`src/rtl/imem_loader_pkg.sv`:
```
// ============================================================================
// imem_loader_pkg : shared types and constants for the boot-time loader
// Rev 1.0
// ============================================================================
`default_nettype none

package imem_loader_pkg;

    typedef enum logic [2:0] {
        ST_HDR_HI = 3'd0,
        ST_HDR_LO = 3'd1,
        ST_DATA   = 3'd2,
        ST_CKSUM  = 3'd3,
        ST_RUN    = 3'd4,
        ST_ERR    = 3'd5
    } state_e;

    localparam int         HDR_BYTES      = 2;
    localparam int         BYTES_PER_WORD = 4;
    localparam logic [7:0] CK_GOOD        = 8'h00;

endpackage

`default_nettype wire

```
`src/rtl/imem_loader_byte_packer.sv`:
```
// ============================================================================
// byte_packer : MSB-first byte-to-word packer with a one-cycle word strobe
// Rev 1.0
// ============================================================================
`default_nettype none

module byte_packer
    import imem_loader_pkg::*;
(
    input  logic        clk,
    input  logic        rst,
    input  logic        byte_valid_i,
    input  logic [7:0]  byte_i,
    output logic        word_valid_o,
    output logic [31:0] word_o
);

    logic [1:0]  cnt_q,   cnt_d;
    logic [23:0] shift_q, shift_d;

    // The 4th byte completes the word combinationally so the top can register it.
    assign word_valid_o = byte_valid_i && (cnt_q == 2'(BYTES_PER_WORD - 1));
    assign word_o       = {shift_q, byte_i};

    always_comb begin
        cnt_d   = cnt_q;
        shift_d = shift_q;
        if (byte_valid_i) begin
            cnt_d   = cnt_q + 2'd1;
            shift_d = {shift_q[15:0], byte_i};
        end
    end

    always_ff @(posedge clk) begin
        if (rst) begin
            cnt_q   <= 2'd0;
            shift_q <= 24'd0;
        end else begin
            cnt_q   <= cnt_d;
            shift_q <= shift_d;
        end
    end

endmodule

`default_nettype wire

```
`src/rtl/imem_loader.sv`:
```
// ============================================================================
// imem_loader : framed byte-stream loader for instruction memory; holds the
//               core in reset until a checksum-verified image is written
// Rev 1.0
// ============================================================================
`default_nettype none

module imem_loader
    import imem_loader_pkg::*;
#(
    parameter int ADDR_W = 10
) (
    input  logic              clk,
    input  logic              rst,
    input  logic              in_valid,
    input  logic [7:0]        in_data,
    output logic              in_ready,
    output logic              im_we,
    output logic [ADDR_W-1:0] im_addr,
    output logic [31:0]       im_wdata,
    output logic              cpu_rst,
    output logic              done,
    output logic              err
);

    localparam int DEPTH = 1 << ADDR_W;

    state_e            state_q, state_d;
    logic [7:0]        n_hi_q;
    logic [15:0]       n_q;
    logic [ADDR_W:0]   idx_q;
    logic [7:0]        sum_q;
    logic              we_q;
    logic [ADDR_W-1:0] addr_q;
    logic [31:0]       wdata_q;

    logic              accept;
    logic [7:0]        sum_next;
    logic [15:0]       n_hdr;
    logic              last_word;
    logic              word_valid;
    logic [31:0]       word;

    assign accept    = in_valid && in_ready;
    assign sum_next  = sum_q + in_data;
    assign n_hdr     = {n_hi_q, in_data};
    // Compare at 17 bits so N == DEPTH works with the ADDR_W+1 bit index.
    assign last_word = (17'(idx_q) + 17'd1) == {1'b0, n_q};

    byte_packer u_packer (
        .clk          (clk),
        .rst          (rst),
        .byte_valid_i (accept && (state_q == ST_DATA)),
        .byte_i       (in_data),
        .word_valid_o (word_valid),
        .word_o       (word)
    );

    always_ff @(posedge clk) begin
        if (rst) state_q <= ST_HDR_HI;
        else     state_q <= state_d;
    end

    always_comb begin
        state_d  = state_q;
        in_ready = 1'b0;
        cpu_rst  = 1'b1;
        done     = 1'b0;
        err      = 1'b0;
        case (state_q)
            ST_HDR_HI: begin
                in_ready = 1'b1;
                if (accept) state_d = ST_HDR_LO;
            end
            ST_HDR_LO: begin
                in_ready = 1'b1;
                if (accept) begin
                    if ({1'b0, n_hdr} > 17'(DEPTH)) state_d = ST_ERR;
                    else if (n_hdr == 16'd0)        state_d = ST_CKSUM;
                    else                            state_d = ST_DATA;
                end
            end
            ST_DATA: begin
                in_ready = 1'b1;
                if (word_valid && last_word) state_d = ST_CKSUM;
            end
            ST_CKSUM: begin
                in_ready = 1'b1;
                if (accept) state_d = (sum_next == CK_GOOD) ? ST_RUN : ST_ERR;
            end
            ST_RUN: begin
                cpu_rst = 1'b0;
                done    = 1'b1;
            end
            ST_ERR: begin
                err = 1'b1;
            end
            default: state_d = ST_ERR;
        endcase
    end

    always_ff @(posedge clk) begin
        if (rst) begin
            n_hi_q  <= 8'd0;
            n_q     <= 16'd0;
            idx_q   <= '0;
            sum_q   <= 8'd0;
            we_q    <= 1'b0;
            addr_q  <= '0;
            wdata_q <= 32'd0;
        end else begin
            we_q <= word_valid;
            if (accept) sum_q <= sum_next;
            if (accept && (state_q == ST_HDR_HI)) n_hi_q <= in_data;
            if (accept && (state_q == ST_HDR_LO)) begin
                n_q   <= n_hdr;
                idx_q <= '0;
            end else if (word_valid) begin
                idx_q <= idx_q + 1'b1;
            end
            if (word_valid) begin
                addr_q  <= idx_q[ADDR_W-1:0];
                wdata_q <= word;
            end
        end
    end

    assign im_we    = we_q;
    assign im_addr  = addr_q;
    assign im_wdata = wdata_q;

endmodule

`default_nettype wire

```
`config.mk`:
```
export PLATFORM = sky130hd
export DESIGN_NAME = imem_loader
export DESIGN_NICKNAME = d
export VERILOG_FILES = /design/src/rtl/imem_loader_pkg.sv /design/src/rtl/imem_loader_byte_packer.sv /design/src/rtl/imem_loader.sv
export SDC_FILE = /design/constraint.sdc
export NUM_CORES = 1
export LEC_CHECK = 0
export CORE_ASPECT_RATIO = 1.25
export CORE_MARGIN = 3
export CORE_UTILIZATION = 60
export DETAILED_ROUTE_END_ITERATION = 7
export GPL_TIMING_DRIVEN = 0
export MAX_ROUTING_LAYER = met4
export PLACE_DENSITY = 0.91
export SLEW_MARGIN = 20
export SYNTH_ARGS = -nofsm -noshare
export SYNTH_HDL_FRONTEND = slang
export SYNTH_SLANG_ARGS = --single-unit
```
`constraint.sdc`:
```
create_clock -name clk -period 4.8 [get_ports clk]
set_input_delay 0.48 -clock clk [delete_from_list [all_inputs] [get_ports clk]]
set_output_delay 0.48 -clock clk [all_outputs]
set_load 0.005 [all_outputs]
```
---- After elaboration in Yosys (flattened, before gate mapping) ----
Cells that the tools add are included.
cells by class
  magnitude comparators ................... 1
  bitwise operators ....................... 1
  mux-type cells .......................... 12
  equal/unequal tests ..................... 11
  $add $sub $neg .......................... 4
  reductions and logical operators ........ 13
operators by type and width
  operator                                                                 count
  12-bit by 16-bit == test with 1-bit output                               1
  16-bit by 11-bit > comparator with 1-bit output (second input constant)  1
  16-bit logical NOT                                                       1
  3-bit two-way mux                                                        5
  3-bit one-hot mux with 5 select lines                                    1
  11-bit by 1-bit adder with 12-bit output (second input constant)         1
  11-bit by 1-bit adder with 11-bit output (second input constant)         1
  8-bit adder                                                              1
  8-bit logical NOT                                                        1
  3-bit by 2-bit == test with 1-bit output (second input constant)         2
  3-bit == test (second input constant)                                    2
  1-bit logical AND                                                        6
  1-bit two-way mux                                                        6
  2-bit != test (second input constant)                                    3
  5-bit AND reduction                                                      1
  2-bit OR reduction                                                       2
  4-bit OR reduction                                                       1
  3-bit by 1-bit == test with 1-bit output (second input constant)         1
  3-bit logical NOT                                                        1
  2-bit by 1-bit adder with 2-bit output (second input constant)           1
  2-bit == test (second input constant)                                    1
  2-bit by 1-bit != test with 1-bit output (second input constant)         1
  1-bit inverter                                                           1
word-level totals
  flip-flop bits (word level) ............. 115
  word-level logic and storage cells ...... 52
  output and inout bits ................... 47

---- Logic depth before layout (Yosys ltp) ----
  word-level depth ........................ 9
  depth in mapped cells ................... 8
  mapped depth without buffers ............ 8

---- Cells and area by module ----
Synthesis repeated with hierarchy kept, for this count alone.
second synthesis, totals
  cells, all modules ...................... 564
  area total of the unflattened synthesis .. 5,128.7 um^2
modules (own cells, without submodules)
  module       times used  seq. area each (um^2)  area each (um^2)  cells each
  imem_loader  1           1,781.7                4,105.2           470
  byte_packer  1           520.5                  1,023.5           94

---- Least setup slack after synthesis ----
No wires, ideal clock.
  path type ............................... input-to-reg
  from .................................... input in_data[0]
  to ...................................... register state_q[0]
  path slack .............................. 2,464 ps
  setup time .............................. 129 ps
  stages on the path ...................... 8
  arrival time ............................ 2,207 ps
  cells stage by stage .................... ha_1 -> fa_1 -> a211oi_1 -> nor2_1 -> xor2_1 -> or3_1 -> o41ai_1 -> a21oi_1
on the way
  longest elaborated chain between the ends .. 5
  elaborated cells between the ends (all ways) .. 10
  classes of those cells .................. add/sub (1); order compare (1); mux (6); reduce/logical (2)
ends and longest elaborated chain
  what                                                           RTL line                              RTL
  start, declared                                                imem_loader.sv:16                     input logic [7:0] in_data,
  8-bit adder / 16-bit logical NOT (equally long branches)       imem_loader.sv:45, imem_loader.sv:79
  8-bit logical NOT / 1-bit two-way mux (equally long branches)  imem_loader.sv:89, imem_loader.sv:79
  1-bit two-way mux / 3-bit two-way mux (equally long branches)  imem_loader.sv:89, imem_loader.sv:78
  3-bit two-way mux (on tied branches)                           imem_loader.sv:89, imem_loader.sv:77
  3-bit one-hot mux with 5 select lines (*)                      imem_loader.sv:70                     case (state_q)
  end signal, assigned                                           imem_loader.sv:61                     else state_q <= state_d;
  end, declared                                                  imem_loader.sv:28                     state_e state_q, state_d;
Mark *: on every way between the ends. The rest lies on a longest branch, timed or not. The select of a mux whose other input is x is not followed.
A chain may end at the register's enable or synchronous reset.

---- Worst setup path after layout ----
Same ends and word-level chain as after synthesis.

==> results_dict.tcl <==
set metrics [dict create \
    status "finished, final reports clean" \
    synth_nets 645 \
    arrival_ns 3.12 \
    worst_pin_slew_ns 0.764 \
    ys_types 43 \
    fin_setup_tns_ns 0 \
    r2r_start "sum_q[0]$_SDFFE_PP0P_" \
    layout_commonest_cell "nand2_1" \
    crit_path_end_kind "flop" \
    nFillCells 499 \
    cts_buffer_depth 2 \
    grt_pass1_wl_um 21300 \
    yosysWarnings 0 \
    cts_tree "built" \
    worstHoldPathType "reg -> reg" \
    timing.fmax_mhz 368 \
    die_y_um 107 \
    drv_cap 0 \
    dpl.hpwl_um 8290 \
    synthArstFlopShare_pct 0 \
    cts_resized 0 \
    maxSlewViolCount 0 \
    grt_pass1_vias 4646 \
    syn-cell-area_sq_um 4880 \
    drive_gt1_share_pct 7.72 \
    path_clk_slew_ns 0.06 \
    leakage_nw 2.16 \
    wirelength_um 13000 \
    yosys_register_bits 115 \
    start_util_pct 62.3 \
    min_period_ns 2.72 \
    ir_drop_uv 457 \
    finClkSkew_ns 0.00537 \
    crit-reg2reg-capture "state_q[0]$_SDFFE_PP0P_" \
    die_w_um 86.7 \
    rows 36 \
    worst_ep_required_time_ns 5.20 \
    htree_levels 4 \
    dieArea_sq_um 9270 \
    crit_path_start_kind "primary input" \
    ys_seq_area_share_pct 47.1 \
    via_per_inst 5.78 \
    gp_congestion 0.917 \
    clock_latency_ns 0.52 \
    synth_edf_count 0 \
    holdPathStages 2 \
    synth_ff_type "dfxtp_1" \
    layout_setup_ws_ns 2.08 \
    vias 4661 \
    min_to "im_addr[2]$_SDFFE_PP0P_" \
    layout.nets 720 \
    dr.pass1.iters 5 \
    synth_cells 624 \
    core_sq_um 7840 \
    cts_hold_buf 0 \
    timing.final.crit_share_pct 56.6 \
    rr_worst_depth 8 \
    overflow 0 \
    wl_per_cell_um 16.1 \
    cts_made_buffers 17 \
    diodes 0 \
    hold_viol 0 \
    syn2layout_area_growth_pct 26.4 \
    post-place-ws_ns 1.59 \
    mostFrequentLayoutCells "nand2_1, dfxtp_1, a21oi_1" \
    clock-root-buffer "clkbuf_8" \
    grt_setup_unrepaired "false" \
    worstHoldStart "im_addr[2]$_SDFFE_PP0P_" \
    rrSetupSlack_ns 2.43 \
    grt_use_total_pct 30.2 \
    setup_violations 0 \
    pwr_density_cell_nw_per_um2 405 \
    ant_nets 0 \
    post_cts_buffers 0 \
    post-route-drc-count 0 \
    grt_max_degree 17 \
    antenna_found_initial 0 \
    drtIter0Drc 481 \
    syn_area_per_cell_sq_um 7.83 \
    path_class "in -> reg" \
    pin_count 58 \
    maxSlewHeadroom_pct 48.7 \
    numClockSinks 115 \
    critical_path.max_fanout 6 \
    port_buffers 56 \
]
[how the worst max path moves through the flow]
stage,from,to,cells past startpoint
6_report,in_data[0],state_q[0]$_SDFFE_PP0P_,9
4_1_cts,in_data[0],state_q[0]$_SDFFE_PP0P_,9
2_1_floorplan,in_data[0],state_q[0]$_SDFFE_PP0P_,8
5_1_grt,in_data[0],state_q[0]$_SDFFE_PP0P_,9
3_5_place_dp,in_data[0],state_q[0]$_SDFFE_PP0P_,9
3_3_place_gp,in_data[0],state_q[0]$_SDFFE_PP0P_,9
[critical path, stage by stage]
cell and delay, ns:
clkdlybuf4s50_1 0.58, ha_1 0.33, fa_1 0.43, a211oi_1 0.34, nor2_1 0.10, xor2_1 0.16, or3_1 0.35, o41ai_1 0.27
a21oi_1 0.07
[registers in the layout, indices dropped and copies added, names as in the netlist]
register,flops
u_packer.shift_q,24
idx_q,11
sum_q,8
im_addr,10
state_q,3
im_we,1
u_packer.cnt_q,2
n_hi_q,8
n_q,16
im_wdata,32
[metrics by stage]
| step | hold slack [ns] | area, sq um | cells | power, mW | util (%) |
|---|---|---|---|---|---|
| 4_1_cts | 0.455 | 6180 | 807 | 2.50 | 78.8 |
| 3_5_place_dp | 0.447 | 5560 | 775 | 1.22 | 71.0 |
| 6_report | 0.453 | 6180 | 807 | 2.50 | 78.8 |
| 3_3_place_gp | 0.442 | 5560 | 775 | 1.21 | 71.0 |
| 2_1_floorplan | 0.432 | 4880 | 624 | 1.16 | - |
| 5_1_grt | 0.472 | 6180 | 807 | 2.57 | 78.8 |
[synth_stat cells (2+ instances only)]
cell type	instances	area (sq um)
a211oi_1	3	22.5
a21oi_1	105	526
a31oi_1	3	18.8
and2_1	2	12.5
and3_1	2	12.5
and4_1	3	26.3
buf_2	14	70.1
buf_4	5	37.5
clkbuf_1	26	97.6
dfxtp_1	115	2300
ha_1	9	113
inv_1	4	15.0
mux2i_1	2	20.0
nand2_1	205	769
nand2b_1	6	37.5
nand3_1	9	45.0
nand4_1	6	37.5
nor2_1	28	105
nor2b_1	3	18.8
nor3_1	8	40.0
nor3b_1	2	15.0
nor4_1	4	25.0
o21ai_0	8	40.0
o21bai_1	2	15.0
o41ai_1	2	17.5
or3_1	4	25.0
xnor2_1	16	140
xor2_1	13	114
[power by group]
group	internal, mW	switching, mW	total (mW)
registers	0.980	0.0190	0.999
logic	0.0770	0.128	0.205
clock network	0.808	0.489	1.30
[routing by layer]
layer	wire (um)	up-vias	GRT usage [%]
met5	0	-	-
met1	4880	2139	33.1
met3	1060	53	8.38
met4	469	0	14.7
met2	6620	237	50.2
li1	-	2232	-
[logic make-up after synthesis]
logic type	count (synthesis)	share of synthesized area, %
buffers and inverters	50	4.74
XOR/XNOR	29	5.20
AND/OR/NAND/NOR	287	24.9
AO/OA/AOI/OAI	131	14.9
multiplexers	2	0.410
flip-flops	115	47.1
adder cells (fa/ha/maj)	10	2.72
[area by class of cell]
| class | instances | area [sq um] | area share (%) |
|---|---|---|---|
| clock buffer | 17 | 414 | 6.71 |
| sequential | 115 | 2300 | 37.3 |
| tap | 95 | 119 | 1.92 |
| multi-input combinational | 459 | 2350 | 38.1 |
| inverter | 4 | 15.0 | 0.243 |
| timing repair buffer | 56 | 561 | 9.08 |
| clock inverter | 15 | 198 | 3.20 |
| buffer | 46 | 216 | 3.50 |
No activity file was read; power rests on OpenSTA's default activity.
